File: config.mk
export PLATFORM = sky130hd
export DESIGN_NAME = dcache_flush_ctrl_flat
export DESIGN_NICKNAME = d
export VERILOG_FILES = /design/src/rtl/dcache_flush_ctrl_if.sv /design/src/rtl/dcache_flush_ctrl.sv /design/src/flat_wrapper.sv
export SDC_FILE = /design/constraint.sdc
export NUM_CORES = 1
export LEC_CHECK = 0
export CAP_MARGIN = 20
export CORE_MARGIN = 2
export CORE_UTILIZATION = 36
export CTS_CLUSTER_DIAMETER = 30
export DETAILED_ROUTE_END_ITERATION = 12
export PLACE_DENSITY_LB_ADDON = 0.08
export SETUP_SLACK_MARGIN = 0.2
export SLEW_MARGIN = 20
export SYNTH_ARGS = -nofsm -noshare
export SYNTH_HDL_FRONTEND = slang
export SYNTH_SLANG_ARGS = --single-unit
File: constraint.sdc
create_clock -name clk -period 3.57 [get_ports clk]
set_input_delay 0.714 -clock clk [delete_from_list [all_inputs] [get_ports clk]]
set_output_delay 0.714 -clock clk [all_outputs]
set_load 0.05 [all_outputs]
File: src/rtl/dcache_flush_ctrl_if.sv
// dcache_flush_ctrl_if: request, memblock-steal and main-memory signals of the flush controller
interface dcache_flush_ctrl_if #(
  parameter int DATABITS    = 32,
  parameter int ADDRBITS    = 5,
  parameter int LINEBITS    = 3,
  parameter int MEMADDRBITS = 32
);
  logic                         req_valid;
  logic                         req_ready;
  logic                         req_writeback;
  logic                         req_fill;
  logic [ADDRBITS-LINEBITS-1:0] req_line;
  logic [MEMADDRBITS-1:0]       req_wb_base;
  logic [MEMADDRBITS-1:0]       req_fill_base;
  logic                         done;
  logic                         busy;
  logic                         flush_mode;
  logic [ADDRBITS-1:0]          flush_addr;
  logic [DATABITS-1:0]          flush_in;
  logic                         flush_we;
  logic [DATABITS-1:0]          mb_rdata;
  logic                         mem_req;
  logic                         mem_we;
  logic [MEMADDRBITS-1:0]       mem_addr;
  logic [DATABITS-1:0]          mem_wdata;
  logic                         mem_ack;
  logic [DATABITS-1:0]          mem_rdata;
  modport slave (
    input  req_valid, req_writeback, req_fill, req_line, req_wb_base, req_fill_base,
           mb_rdata, mem_ack, mem_rdata,
    output req_ready, done, busy, flush_mode, flush_addr, flush_in, flush_we,
           mem_req, mem_we, mem_addr, mem_wdata
  );
  modport master (
    output req_valid, req_writeback, req_fill, req_line, req_wb_base, req_fill_base,
           mb_rdata, mem_ack, mem_rdata,
    input  req_ready, done, busy, flush_mode, flush_addr, flush_in, flush_we,
           mem_req, mem_we, mem_addr, mem_wdata
  );
endinterface

File: src/rtl/dcache_flush_ctrl.sv
// dcache_flush_ctrl: writes back and/or refills one cache line between the memblock and main memory
module dcache_flush_ctrl #(
  parameter int DATABITS    = 32,
  parameter int ADDRBITS    = 5,
  parameter int LINEBITS    = 3,
  parameter int MEMADDRBITS = 32
) (
  input logic              clk,
  input logic              reset_n,
  dcache_flush_ctrl_if.slave bus
);
  typedef enum logic [2:0] {IDLE, WB_RD, WB_CAP, WB_WR, FILL_RQ, FILL_WR, DONE} state_t;
  localparam logic [LINEBITS-1:0] LAST = '1;
  localparam logic [MEMADDRBITS-1:0] BYTES = MEMADDRBITS'(DATABITS / 8);
  state_t                       state, state_n;
  logic [LINEBITS-1:0]          cnt, cnt_n;
  logic [ADDRBITS-LINEBITS-1:0] line;
  logic [MEMADDRBITS-1:0]       wb_base, fill_base, offs;
  logic                         wb, fill, last;
  logic [DATABITS-1:0]          wdata_q, fin_q;
  assign last = cnt == LAST;
  assign offs = MEMADDRBITS'(cnt) * BYTES;
  always_ff @(posedge clk) begin
    if (!reset_n) begin
      state     <= IDLE;
      cnt       <= '0;
      line      <= '0;
      wb_base   <= '0;
      fill_base <= '0;
      wb        <= 1'b0;
      fill      <= 1'b0;
      wdata_q   <= '0;
      fin_q     <= '0;
    end else begin
      state <= state_n;
      cnt   <= cnt_n;
      if (state == IDLE && bus.req_valid) begin
        line      <= bus.req_line;
        wb_base   <= bus.req_wb_base;
        fill_base <= bus.req_fill_base;
        wb        <= bus.req_writeback;
        fill      <= bus.req_fill;
      end
      if (state == WB_CAP) wdata_q <= bus.mb_rdata;
      if (state == FILL_RQ && bus.mem_ack) fin_q <= bus.mem_rdata;
    end
  end
  always_comb begin
    state_n = state;
    cnt_n   = cnt;
    case (state)
      IDLE:    if (bus.req_valid) begin
                 cnt_n   = '0;
                 state_n = bus.req_writeback ? WB_RD : bus.req_fill ? FILL_RQ : DONE;
               end
      WB_RD:   state_n = WB_CAP;
      WB_CAP:  state_n = WB_WR;
      WB_WR:   if (bus.mem_ack) begin
                 cnt_n   = last ? '0 : cnt + 1'b1;
                 state_n = !last ? WB_RD : fill ? FILL_RQ : DONE;
               end
      FILL_RQ: if (bus.mem_ack) state_n = FILL_WR;
      FILL_WR: begin
                 cnt_n   = last ? '0 : cnt + 1'b1;
                 state_n = last ? DONE : FILL_RQ;
               end
      default: state_n = IDLE;
    endcase
  end
  assign bus.req_ready  = state == IDLE;
  assign bus.busy       = state != IDLE;
  // done and flush_we are masked by reset so an aborted cycle never completes or writes
  assign bus.done       = state == DONE && reset_n;
  assign bus.flush_we   = state == FILL_WR && reset_n;
  assign bus.flush_mode = state inside {WB_RD, WB_CAP, WB_WR, FILL_RQ, FILL_WR};
  assign bus.flush_addr = bus.flush_mode ? {line, cnt} : '0;
  assign bus.flush_in   = fin_q;
  assign bus.mem_req    = state == WB_WR || state == FILL_RQ;
  assign bus.mem_we     = state == WB_WR;
  assign bus.mem_addr   = state == WB_WR ? wb_base + offs : state == FILL_RQ ? fill_base + offs : '0;
  assign bus.mem_wdata  = wdata_q;
endmodule

File: src/flat_wrapper.sv
// flat-port wrapper written by rule: the top's interface ports become plain ports
module dcache_flush_ctrl_flat 
#(
  parameter int DATABITS    = 32,
  parameter int ADDRBITS    = 5,
  parameter int LINEBITS    = 3,
  parameter int MEMADDRBITS = 32
)
  (clk, reset_n, bus_req_valid, bus_req_writeback, bus_req_fill, bus_req_line, bus_req_wb_base, bus_req_fill_base, bus_mb_rdata, bus_mem_ack, bus_mem_rdata, bus_req_ready, bus_done, bus_busy, bus_flush_mode, bus_flush_addr, bus_flush_in, bus_flush_we, bus_mem_req, bus_mem_we, bus_mem_addr, bus_mem_wdata);
  dcache_flush_ctrl_if #(.DATABITS(DATABITS), .ADDRBITS(ADDRBITS), .LINEBITS(LINEBITS), .MEMADDRBITS(MEMADDRBITS)) bus_i ();
  input logic clk;
  input logic reset_n;
  input wire logic [$bits(bus_i.req_valid)-1:0] bus_req_valid;
  input wire logic [$bits(bus_i.req_writeback)-1:0] bus_req_writeback;
  input wire logic [$bits(bus_i.req_fill)-1:0] bus_req_fill;
  input wire logic [$bits(bus_i.req_line)-1:0] bus_req_line;
  input wire logic [$bits(bus_i.req_wb_base)-1:0] bus_req_wb_base;
  input wire logic [$bits(bus_i.req_fill_base)-1:0] bus_req_fill_base;
  input wire logic [$bits(bus_i.mb_rdata)-1:0] bus_mb_rdata;
  input wire logic [$bits(bus_i.mem_ack)-1:0] bus_mem_ack;
  input wire logic [$bits(bus_i.mem_rdata)-1:0] bus_mem_rdata;
  output wire logic [$bits(bus_i.req_ready)-1:0] bus_req_ready;
  output wire logic [$bits(bus_i.done)-1:0] bus_done;
  output wire logic [$bits(bus_i.busy)-1:0] bus_busy;
  output wire logic [$bits(bus_i.flush_mode)-1:0] bus_flush_mode;
  output wire logic [$bits(bus_i.flush_addr)-1:0] bus_flush_addr;
  output wire logic [$bits(bus_i.flush_in)-1:0] bus_flush_in;
  output wire logic [$bits(bus_i.flush_we)-1:0] bus_flush_we;
  output wire logic [$bits(bus_i.mem_req)-1:0] bus_mem_req;
  output wire logic [$bits(bus_i.mem_we)-1:0] bus_mem_we;
  output wire logic [$bits(bus_i.mem_addr)-1:0] bus_mem_addr;
  output wire logic [$bits(bus_i.mem_wdata)-1:0] bus_mem_wdata;
  assign bus_i.req_valid = bus_req_valid;
  assign bus_i.req_writeback = bus_req_writeback;
  assign bus_i.req_fill = bus_req_fill;
  assign bus_i.req_line = bus_req_line;
  assign bus_i.req_wb_base = bus_req_wb_base;
  assign bus_i.req_fill_base = bus_req_fill_base;
  assign bus_i.mb_rdata = bus_mb_rdata;
  assign bus_i.mem_ack = bus_mem_ack;
  assign bus_i.mem_rdata = bus_mem_rdata;
  assign bus_req_ready = bus_i.req_ready;
  assign bus_done = bus_i.done;
  assign bus_busy = bus_i.busy;
  assign bus_flush_mode = bus_i.flush_mode;
  assign bus_flush_addr = bus_i.flush_addr;
  assign bus_flush_in = bus_i.flush_in;
  assign bus_flush_we = bus_i.flush_we;
  assign bus_mem_req = bus_i.mem_req;
  assign bus_mem_we = bus_i.mem_we;
  assign bus_mem_addr = bus_i.mem_addr;
  assign bus_mem_wdata = bus_i.mem_wdata;
  dcache_flush_ctrl #(.DATABITS(DATABITS), .ADDRBITS(ADDRBITS), .LINEBITS(LINEBITS), .MEMADDRBITS(MEMADDRBITS)) u_core (.clk(clk), .reset_n(reset_n), .bus(bus_i));
endmodule
==> results of run 1 <==
## power by group through the flow
stage	logic [mW]	registers (mW)	clock network [mW]
after floorplan	0.774	2.06	0
after detailed placement	1.50	1.93	0
after global routing	1.62	1.92	1.79
final	1.49	1.90	1.66
after global placement	1.50	1.92	0
after CTS	1.51	1.89	1.71
## final cells by class
cell class	count	share of cell area, %
clock buffer	18	4.09
clock inverter	13	1.17
timing repair buffer	265	27.4
sequential	137	26.2
tap	234	2.79
inverter	13	0.465
multi-input combinational	668	37.9
## stage by stage
| step | total power, mW | cell area, um^2 | hold slack [ps] | utilization [%] |
|---|---|---|---|---|
| floorplan | 2.84 | 6970 | 435 | - |
| global placement | 3.42 | 9810 | 440 | 52.3 |
| detailed placement | 3.42 | 9810 | 446 | 52.3 |
| CTS | 5.11 | 10400 | 452 | 55.3 |
| global route | 5.33 | 10500 | 470 | 55.9 |
| finish | 5.05 | 10500 | 449 | 55.9 |
## per-layer routing
layer | vias to the layer above | GRT usage (%) | part of all wire, % | wire length [um]
met4 | 0 | 4.69 | 0.84 | 172
met3 | 9 | 7.51 | 7.4 | 1510
met5 | - | 0 | 0 | 0
met1 | 3021 | 23.7 | 42 | 8660
met2 | 170 | 34.4 | 49 | 10100
li1 | 3392 | - | - | -
## flip-flops by register name, indices dropped and copies added, names as in the netlist
signal and count:
u_core.bus.flush_in 32, u_core.bus.mem_wdata 32, u_core.fill_base 32, u_core.wb_base 32, u_core.cnt 3, u_core.state 3
u_core.line 2, u_core.fill 1
## cell families after synthesis
| family | count (synthesis) | share of synthesized area, % |
|---|---|---|
| simple gates | 412 | 26.2 |
| compound gates | 190 | 20.1 |
| flops | 137 | 39.6 |
| buf+inv | 73 | 4.96 |
| xor+xnor | 55 | 6.95 |
| fa+ha+maj | 10 | 2.02 |
| mux | 1 | 0.144 |
## worst min-delay path: cells and delay by family (launching register included)
family             cells  cell delay (ps)
AOI/OAI and AO/OA      1               50
DFF                    1              300
and+or+nand+nor        1               50
## path summary, 6_finish.rpt
check	from	to	slack (ps)	depth (start not counted)
worst max-delay path	u_core.cnt[0]	bus_mem_addr[30]	220	10
worst min-delay path	u_core.bus.mem_wdata[2]	u_core.bus.mem_wdata[2]	450	2
worst max register to register	u_core.state[2]	u_core.bus.flush_in[31]	1220	6
worst min register to register	u_core.bus.mem_wdata[2]	u_core.bus.mem_wdata[2]	450	2
## Yosys cell counts, types with 3 or more instances
| master | number |
|---|---|
| nand2b_1 | 3 |
| inv_1 | 13 |
| a21boi_0 | 83 |
| or3_1 | 3 |
| nand2_1 | 297 |
| nand3_1 | 20 |
| o22ai_1 | 26 |
| a22o_1 | 3 |
| o21ai_0 | 7 |
| nor2_1 | 18 |
| clkbuf_8 | 4 |
| buf_2 | 12 |
| a21boi_1 | 51 |
| xor2_1 | 21 |
| nand4_1 | 12 |
| ha_1 | 8 |
| and4_1 | 7 |
| dfxtp_1 | 137 |
| and3_1 | 3 |
| a21oi_1 | 7 |
| xnor2_1 | 34 |
| nor4_1 | 5 |
| and2_1 | 10 |
| clkbuf_1 | 41 |
| nor3_1 | 15 |
## repair_timing
item                       4_1_cts  5_1_grt
buffers inserted                 1        5
setup endpoints to repair       10       26
resized for setup                4       20
pin swaps                        3       12
==> qor.txt, run 1 <==
mapped cell area: 6930 um^2
Total Routed Length: 20.4 mm
Mapped Nets: 1024
most frequent cells in the layout: nand2_1 (295), clkdlybuf4s50_1 (207), dfxtp_1 (133)
clock sink count: 137
Hold Crit Class: reg2reg
Syn Inst Count: 878
Avg Vias per Cell: 4.89
RSZ-0062 raised after global routing: yes
Sw Share: 35.5%
Seq pwr share: 37.6%
P&R area growth vs syn: 51.5%
Layout fillers: 1787
fin cells: 1348
clock slew at reported path FFs: 60 ps
CTS Hold Bufs: 0
cts bufs inserted: 17
First DRT Iteration DRCs: 265
post-route clock period utilization: 93.9%
Reg area: 2750 um^2
fraction of registers with async set/reset: 0%
outcome: completed
total iterations of the first detailed-routing run: 5
Buf+Inv Stages, Crit Path: 3
gr ovfl total: 0
Core ar.: 18800 um^2
Worst EP arrival: 2640 ps
P_leak: 3.63 nW
clk buf depth: 2
Placed Instances: 1311
Clock Skew: 8.12 ps
CP required: 2860 ps
startpoint types: register
Worst path slowest cell: a2111oi_4
Gate power share: 29.5%
Worst-Skew Late Latency: 420 ps
IO buf count: 243
critical path type: reg2out
pwr dens: 481 nW/um^2
Final GP Congestion: 0.842
Post-synth EDFFs: 0
Cell Chain, Critical Path: ha_4 -> inv_2 -> fa_2 -> nand2b_4 -> a2111oi_4 -> buf_6 -> nand2_4 -> xor2_2 -> o22ai_2 -> buf_12
Die W: 143 um
slowest stage delay, CP: 360 ps
largest net degree at the start of global routing: 80
Internal Power: 3.26 mW
Cell variety after synth: 53
crit path max fanout: 8
most common cell after layout, fill and taps aside: nand2_1
Die Y: 143 um
Switch Pwr: 1.79 mW
leading area contributor after synthesis: dfxtp_1
NumNets Final: 1248
maxcap violations: 0
final setup vio count: 0
pre-CTS WS: 366 ps
Top delay family on crit path: compound AO/OA/AOI/OAI gates
relative slew slack: 53.8%
H-tree Lvls: 4
Antenna Violating Nets Remaining: 0
dominant synthesized flop cell: dfxtp_1
Die Area: 20400 um^2
multi-input gate area in the final layout: 3980 um^2
vias in the first global route: 6348
initial core utilization: 36.9%
crit end category: primary output
register area share after synthesis: 39.6%
Syn. warnings: 0
top cell type's share of synthesized area: 39.6%
first-pass GRT wire length: 32.3 mm
Root Driver: clkbuf_16
gr usage total: 20.0%
Top Ports: 244
Site Rows: 50
synth top area cells: dfxtp_1 (40%), nand2_1 (16%), a21boi_0 (9.0%)
setup TNS: 0 ps
Clock Power Share: 32.9%
initial antenna violation count: 0
DR vias: 6592
post-synthesis average cell area: 7.89 um^2
highest clock rate: 0.298 GHz
Slew Viols, Final: 0
Tightest Pin Transition: 693 ps
post-route DRC violation count: 0
min Tclk post-route: 3350 ps
Ant. Diodes: 0
wire per inst: 15.1 um
final setup margin: 218 ps
fraction of layout cells with a size suffix above 1: 11.5%
Peak VDD IR: 0.370 mV
Final Hold Viols: 0
DP HPWL: 15.0 mm
synthesized flop and latch total: 137
CTS tree: done
No activity file was read; power rests on OpenSTA's default activity.
==> run 2, diff against run 1 <==
- SLEW_MARGIN: 20 -> default
==> qor.txt, run 2 (same netlist as run 1, synthesis figures left out) <==
Worst path slowest cell: a2111oi_4
gr usage total: 20.0%
Core ar.: 18800 um^2
Buf+Inv Stages, Crit Path: 3
Internal Power: 3.26 mW
clock slew at reported path FFs: 60 ps
Overall Power: 5.05 mW
critical path type: reg2out
relative slew slack: 53.8%
Sw Share: 35.4%
Avg Vias per Cell: 4.89
total iterations of the first detailed-routing run: 4
Crit Reg-Reg Startpoint: u_core.state[2]
most frequent cells in the layout: nand2_1 (295), clkdlybuf4s50_1 (207), dfxtp_1 (133)
Total Routed Length: 20.4 mm
Worst EP arrival: 2630 ps
clk buf depth: 2
H-tree Lvls: 4
wire per inst: 15.1 um
Antenna Violating Nets Remaining: 0
Hold Crit Class: reg2reg
largest net degree at the start of global routing: 80
Placed Instances: 1311
crit end category: primary output
final setup vio count: 0
Tightest Pin Transition: 693 ps
initial antenna violation count: 0
IO buf count: 243
NumNets Final: 1249
DR vias: 6590
number of gates on the worst path with buffers counted: 10
Clock Skew: 11.4 ps
Top delay family on crit path: compound AO/OA/AOI/OAI gates
reg-to-reg endpoint: u_core.bus.flush_in[31]
RSZ-0062 raised after global routing: yes
highest clock rate: 0.299 GHz
Worst Setup SP: u_core.cnt[0]
Switch Pwr: 1.79 mW
DP HPWL: 15.0 mm
Gate power share: 29.6%
fraction of layout cells with a size suffix above 1: 11.5%
Die Y: 143 um
maxcap violations: 0
Die W: 143 um
Clock Power Share: 32.9%
gr ovfl total: 0
final instance area: 10500 um^2
vias in the first global route: 6348
first-pass GRT wire length: 32.3 mm
Final Hold Viols: 0
post-route clock period utilization: 93.8%
min Tclk post-route: 3350 ps
multi-input gate area in the final layout: 3980 um^2
pwr dens: 481 nW/um^2
Reg area: 2750 um^2
CP required: 2860 ps
hold path depth: 2
cts bufs inserted: 17
Slew Viols, Final: 0
clock sink count: 137
Final GP Congestion: 0.842
CTS tree: done
pre-CTS WS: 366 ps
Root Driver: clkbuf_16
CTS Hold Bufs: 0
Layout fillers: 1786
cell depth of the worst flop-to-flop path: 6
hold slack: 451 ps
startpoint types: register
initial core utilization: 36.9%
First DRT Iteration DRCs: 242
crit path max fanout: 8
final setup margin: 223 ps
Peak VDD IR: 0.370 mV
Site Rows: 50
P_leak: 3.63 nW
worst reg-to-reg setup slack: 1230 ps
Top Ports: 244
most common cell after layout, fill and taps aside: nand2_1
Final Util: 56.0%
outcome: completed
Worst-Skew Late Latency: 420 ps
crit path to: bus_mem_addr[30]
P&R area growth vs syn: 51.7%
Ant. Diodes: 0
post-route DRC violation count: 0
Seq pwr share: 37.5%
Cell Chain, Critical Path: ha_4 -> inv_2 -> fa_2 -> nand2b_4 -> a2111oi_4 -> buf_6 -> nand2_4 -> xor2_2 -> o22ai_2 -> buf_12
slowest stage delay, CP: 360 ps
placed cell areas: 9810 um^2
Die Area: 20400 um^2
fin cells: 1349
setup TNS: 0 ps
-- run 2: cell count changes in the layout (fill, tap and decap cells not counted) --
cell | before | now
or3_1 | 2 | 3
buf_8 | 0 | 1
or3_2 | 1 | 0
-- run 2: power by group through the flow --
stage / sequential (mW) / clock [mW] / combinational, mW
after CTS: 1.89 / 1.71 / 1.51
after global routing: 1.92 / 1.79 / 1.62
after floorplan: 2.06 / 0 / 0.774
after detailed placement: 1.93 / 0 / 1.50
after global placement: 1.92 / 0 / 1.50
final: 1.90 / 1.66 / 1.50
-- run 2: worst min-delay path by stage --
stage	start	to	slack, ps
3_5_place_dp	u_core.bus.mem_wdata[2]	u_core.bus.mem_wdata[2]	450
3_3_place_gp	u_core.bus.flush_in[4]	u_core.bus.flush_in[4]	440
6_report	u_core.bus.mem_wdata[2]	u_core.bus.mem_wdata[2]	450
5_1_grt	u_core.bus.mem_wdata[9]	u_core.bus.mem_wdata[9]	470
2_1_floorplan	u_core.fill_base[1]	u_core.fill_base[1]	430
4_1_cts	u_core.bus.mem_wdata[2]	u_core.bus.mem_wdata[2]	450
-- run 2: final cells by class --
| class | count | share of cell area, % |
|---|---|---|
| flip-flops and latches | 137 | 26.1 |
| multi-input cells | 668 | 37.8 |
| repair buffers | 266 | 27.5 |
| well taps | 234 | 2.78 |
| clock inverters | 13 | 1.17 |
| inverters | 13 | 0.464 |
| clock buffers | 18 | 4.08 |
-- run 2: tightest hold or removal path: stages (launching register included) --
cell and delay, ps:
dfxtp_1 310, nand2_1 50, a21boi_1 50
-- run 2: timing repair --
action / 4_1_cts / 5_1_grt
buffers inserted: 1 / 5
setup endpoints to repair: 10 / 26
pin swaps: 3 / 12
gates resized for setup: 4 / 20
endpoints found under the hold margin: 0 / 0
-- run 2: metal layers --
metal | part of all wire, % | track usage (%) | vias to the layer above
met3 | 6.9 | 7.51 | 9
met4 | 0.85 | 4.69 | 0
met1 | 43 | 23.7 | 3027
li1 | - | - | 3393
met2 | 50 | 34.4 | 161
met5 | 0 | 0 | -
==> run 3, diff against run 2 <==
- CELL_PAD_IN_SITES_DETAIL_PLACEMENT: default -> 0
- CELL_PAD_IN_SITES_GLOBAL_PLACEMENT: default -> 1
- CORE_UTILIZATION: 36 -> 32
- clock period: 3.57 -> 3.5 ns (I/O delays scaled with it)
==> qor.txt, run 3 (same netlist as run 1, synthesis figures left out) <==
crit path max fanout: 8
initial core utilization: 32.8%
Final Hold Viols: 0
Sw Share: 34.4%
min Tclk post-route: 3250 ps
most frequent cells in the layout: nand2_1 (295), clkdlybuf4s50_1 (206), dfxtp_1 (133)
Site Rows: 53
clk buf depth: 2
post-route DRC violation count: 0
Ant. Diodes: 0
Tightest Pin Transition: 751 ps
Die Y: 151 um
Internal Power: 3.56 mW
RSZ-0062 raised after global routing: yes
min-delay src: u_core.bus.flush_in[7]
pwr dens: 504 nW/um^2
startpoint types: register
Total Routed Length: 22.2 mm
P&R area growth vs syn: 55.2%
P_leak: 3.68 nW
clock sink count: 137
DR vias: 6653
setup TNS: 0 ps
Root Driver: clkbuf_16
Avg Vias per Cell: 4.78
gr usage total: 19.6%
final setup vio count: 0
vias in the first global route: 6450
CTS Hold Bufs: 0
total iterations of the first detailed-routing run: 4
first-pass GRT wire length: 34.6 mm
NumNets Final: 1250
relative slew slack: 49.7%
Overall Power: 5.43 mW
slowest stage delay, CP: 350 ps
DP HPWL: 16.0 mm
Seq pwr share: 35.7%
Die Area: 22900 um^2
cell depth of the worst flop-to-flop path: 5
Clock Power Share: 35.3%
Gate power share: 29.0%
Final GP Congestion: 0.837
Crit Reg-Reg Startpoint: u_core.state[2]
initial antenna violation count: 0
Worst Setup SP: u_core.fill_base[2]
gr ovfl total: 0
Peak VDD IR: 0.341 mV
Cell Chain, Critical Path: ha_4 -> inv_2 -> fa_2 -> nand2b_4 -> a2111oi_4 -> buf_6 -> nand3_1 -> xor2_1 -> o22ai_2 -> buf_12
Core ar.: 21200 um^2
Worst path slowest cell: dfxtp_2
Antenna Violating Nets Remaining: 0
Hold Crit Class: reg2reg
maxcap violations: 0
CP required: 2800 ps
First DRT Iteration DRCs: 284
outcome: completed
crit end category: primary output
IO buf count: 243
hold path depth: 2
most common cell after layout, fill and taps aside: nand2_1
CTS tree: done
Worst EP arrival: 2550 ps
Die W: 151 um
Slew Viols, Final: 0
H-tree Lvls: 4
Worst-Skew Late Latency: 420 ps
clock slew at reported path FFs: 60 ps
Clock Skew: 8.74 ps
wire per inst: 15.9 um
critical path type: reg2out
Top Ports: 244
cts bufs inserted: 17
highest clock rate: 0.307 GHz
Switch Pwr: 1.87 mW
post-route clock period utilization: 92.9%
hold slack: 449 ps
largest net degree at the start of global routing: 60
fraction of layout cells with a size suffix above 1: 12.7%
[run 3: layout make-up]
type                       instances  area (um^2)
fill                            2050        10400
multi-input combinational        668         4060
timing repair buffer             267         2930
sequential                       137         2750
clock buffer                      17          425
tap                              275          344
clock inverter                    14          198
inverter                          13         52.6
[run 3: power groups by stage]
stage / clock [mW] / sequential [mW] / combinational, mW
6_report: 1.92 / 1.94 / 1.57
3_3_place_gp: 0 / 1.96 / 1.58
5_1_grt: 2.03 / 1.96 / 1.71
2_1_floorplan: 0 / 2.11 / 0.790
3_5_place_dp: 0 / 1.96 / 1.58
4_1_cts: 1.98 / 1.93 / 1.59
[run 3: final timing paths]
| kind | end | slack [ps] |
|---|---|---|
| hold reg to reg | u_core.bus.flush_in[7] | 450 |
| setup reg to reg | u_core.wb_base[13] | 1540 |
| hold / removal | u_core.bus.flush_in[7] | 450 |
| setup / recovery | bus_mem_addr[24] | 250 |
[run 3: repair_timing]
action / 4_1_cts / 5_1_grt
endpoints found under the setup margin: 22 / 15
setup buffers: 3 / 4
pin swaps: 7 / 11
gates resized for setup: 17 / 23
[run 3: metrics by stage]
step / utilization, % / cells / cell area, um^2 / setup WS [ps]
2_1_floorplan: - / 878 / 6970 / 214
3_3_place_gp: 46.8 / 1353 / 9900 / 260
3_5_place_dp: 46.8 / 1353 / 9900 / 256
4_1_cts: 50.2 / 1387 / 10600 / 157
5_1_grt: 50.9 / 1391 / 10800 / 117
6_report: 50.9 / 1391 / 10800 / 247
[run 3: worst max-delay path, delay by kind of cell, from the launching register on]
kind,cells,cell delay (ps)
AO/OA/AOI/OAI,2,500
adder cells (fa/ha/maj),2,470
buffers and inverters,3,380
flip-flops,1,350
AND/OR/NAND/NOR,2,260
XOR/XNOR,1,170
[run 3: layer usage]
layer / wire length (um) / up-vias / track usage, %
met1: 9340 / 3079 / 23.2
met3: 1690 / 12 / 6.96
met4: 183 / 0 / 4.81
met2: 11000 / 167 / 33.8
li1: - / 3395 / -
met5: 0 / - / 0
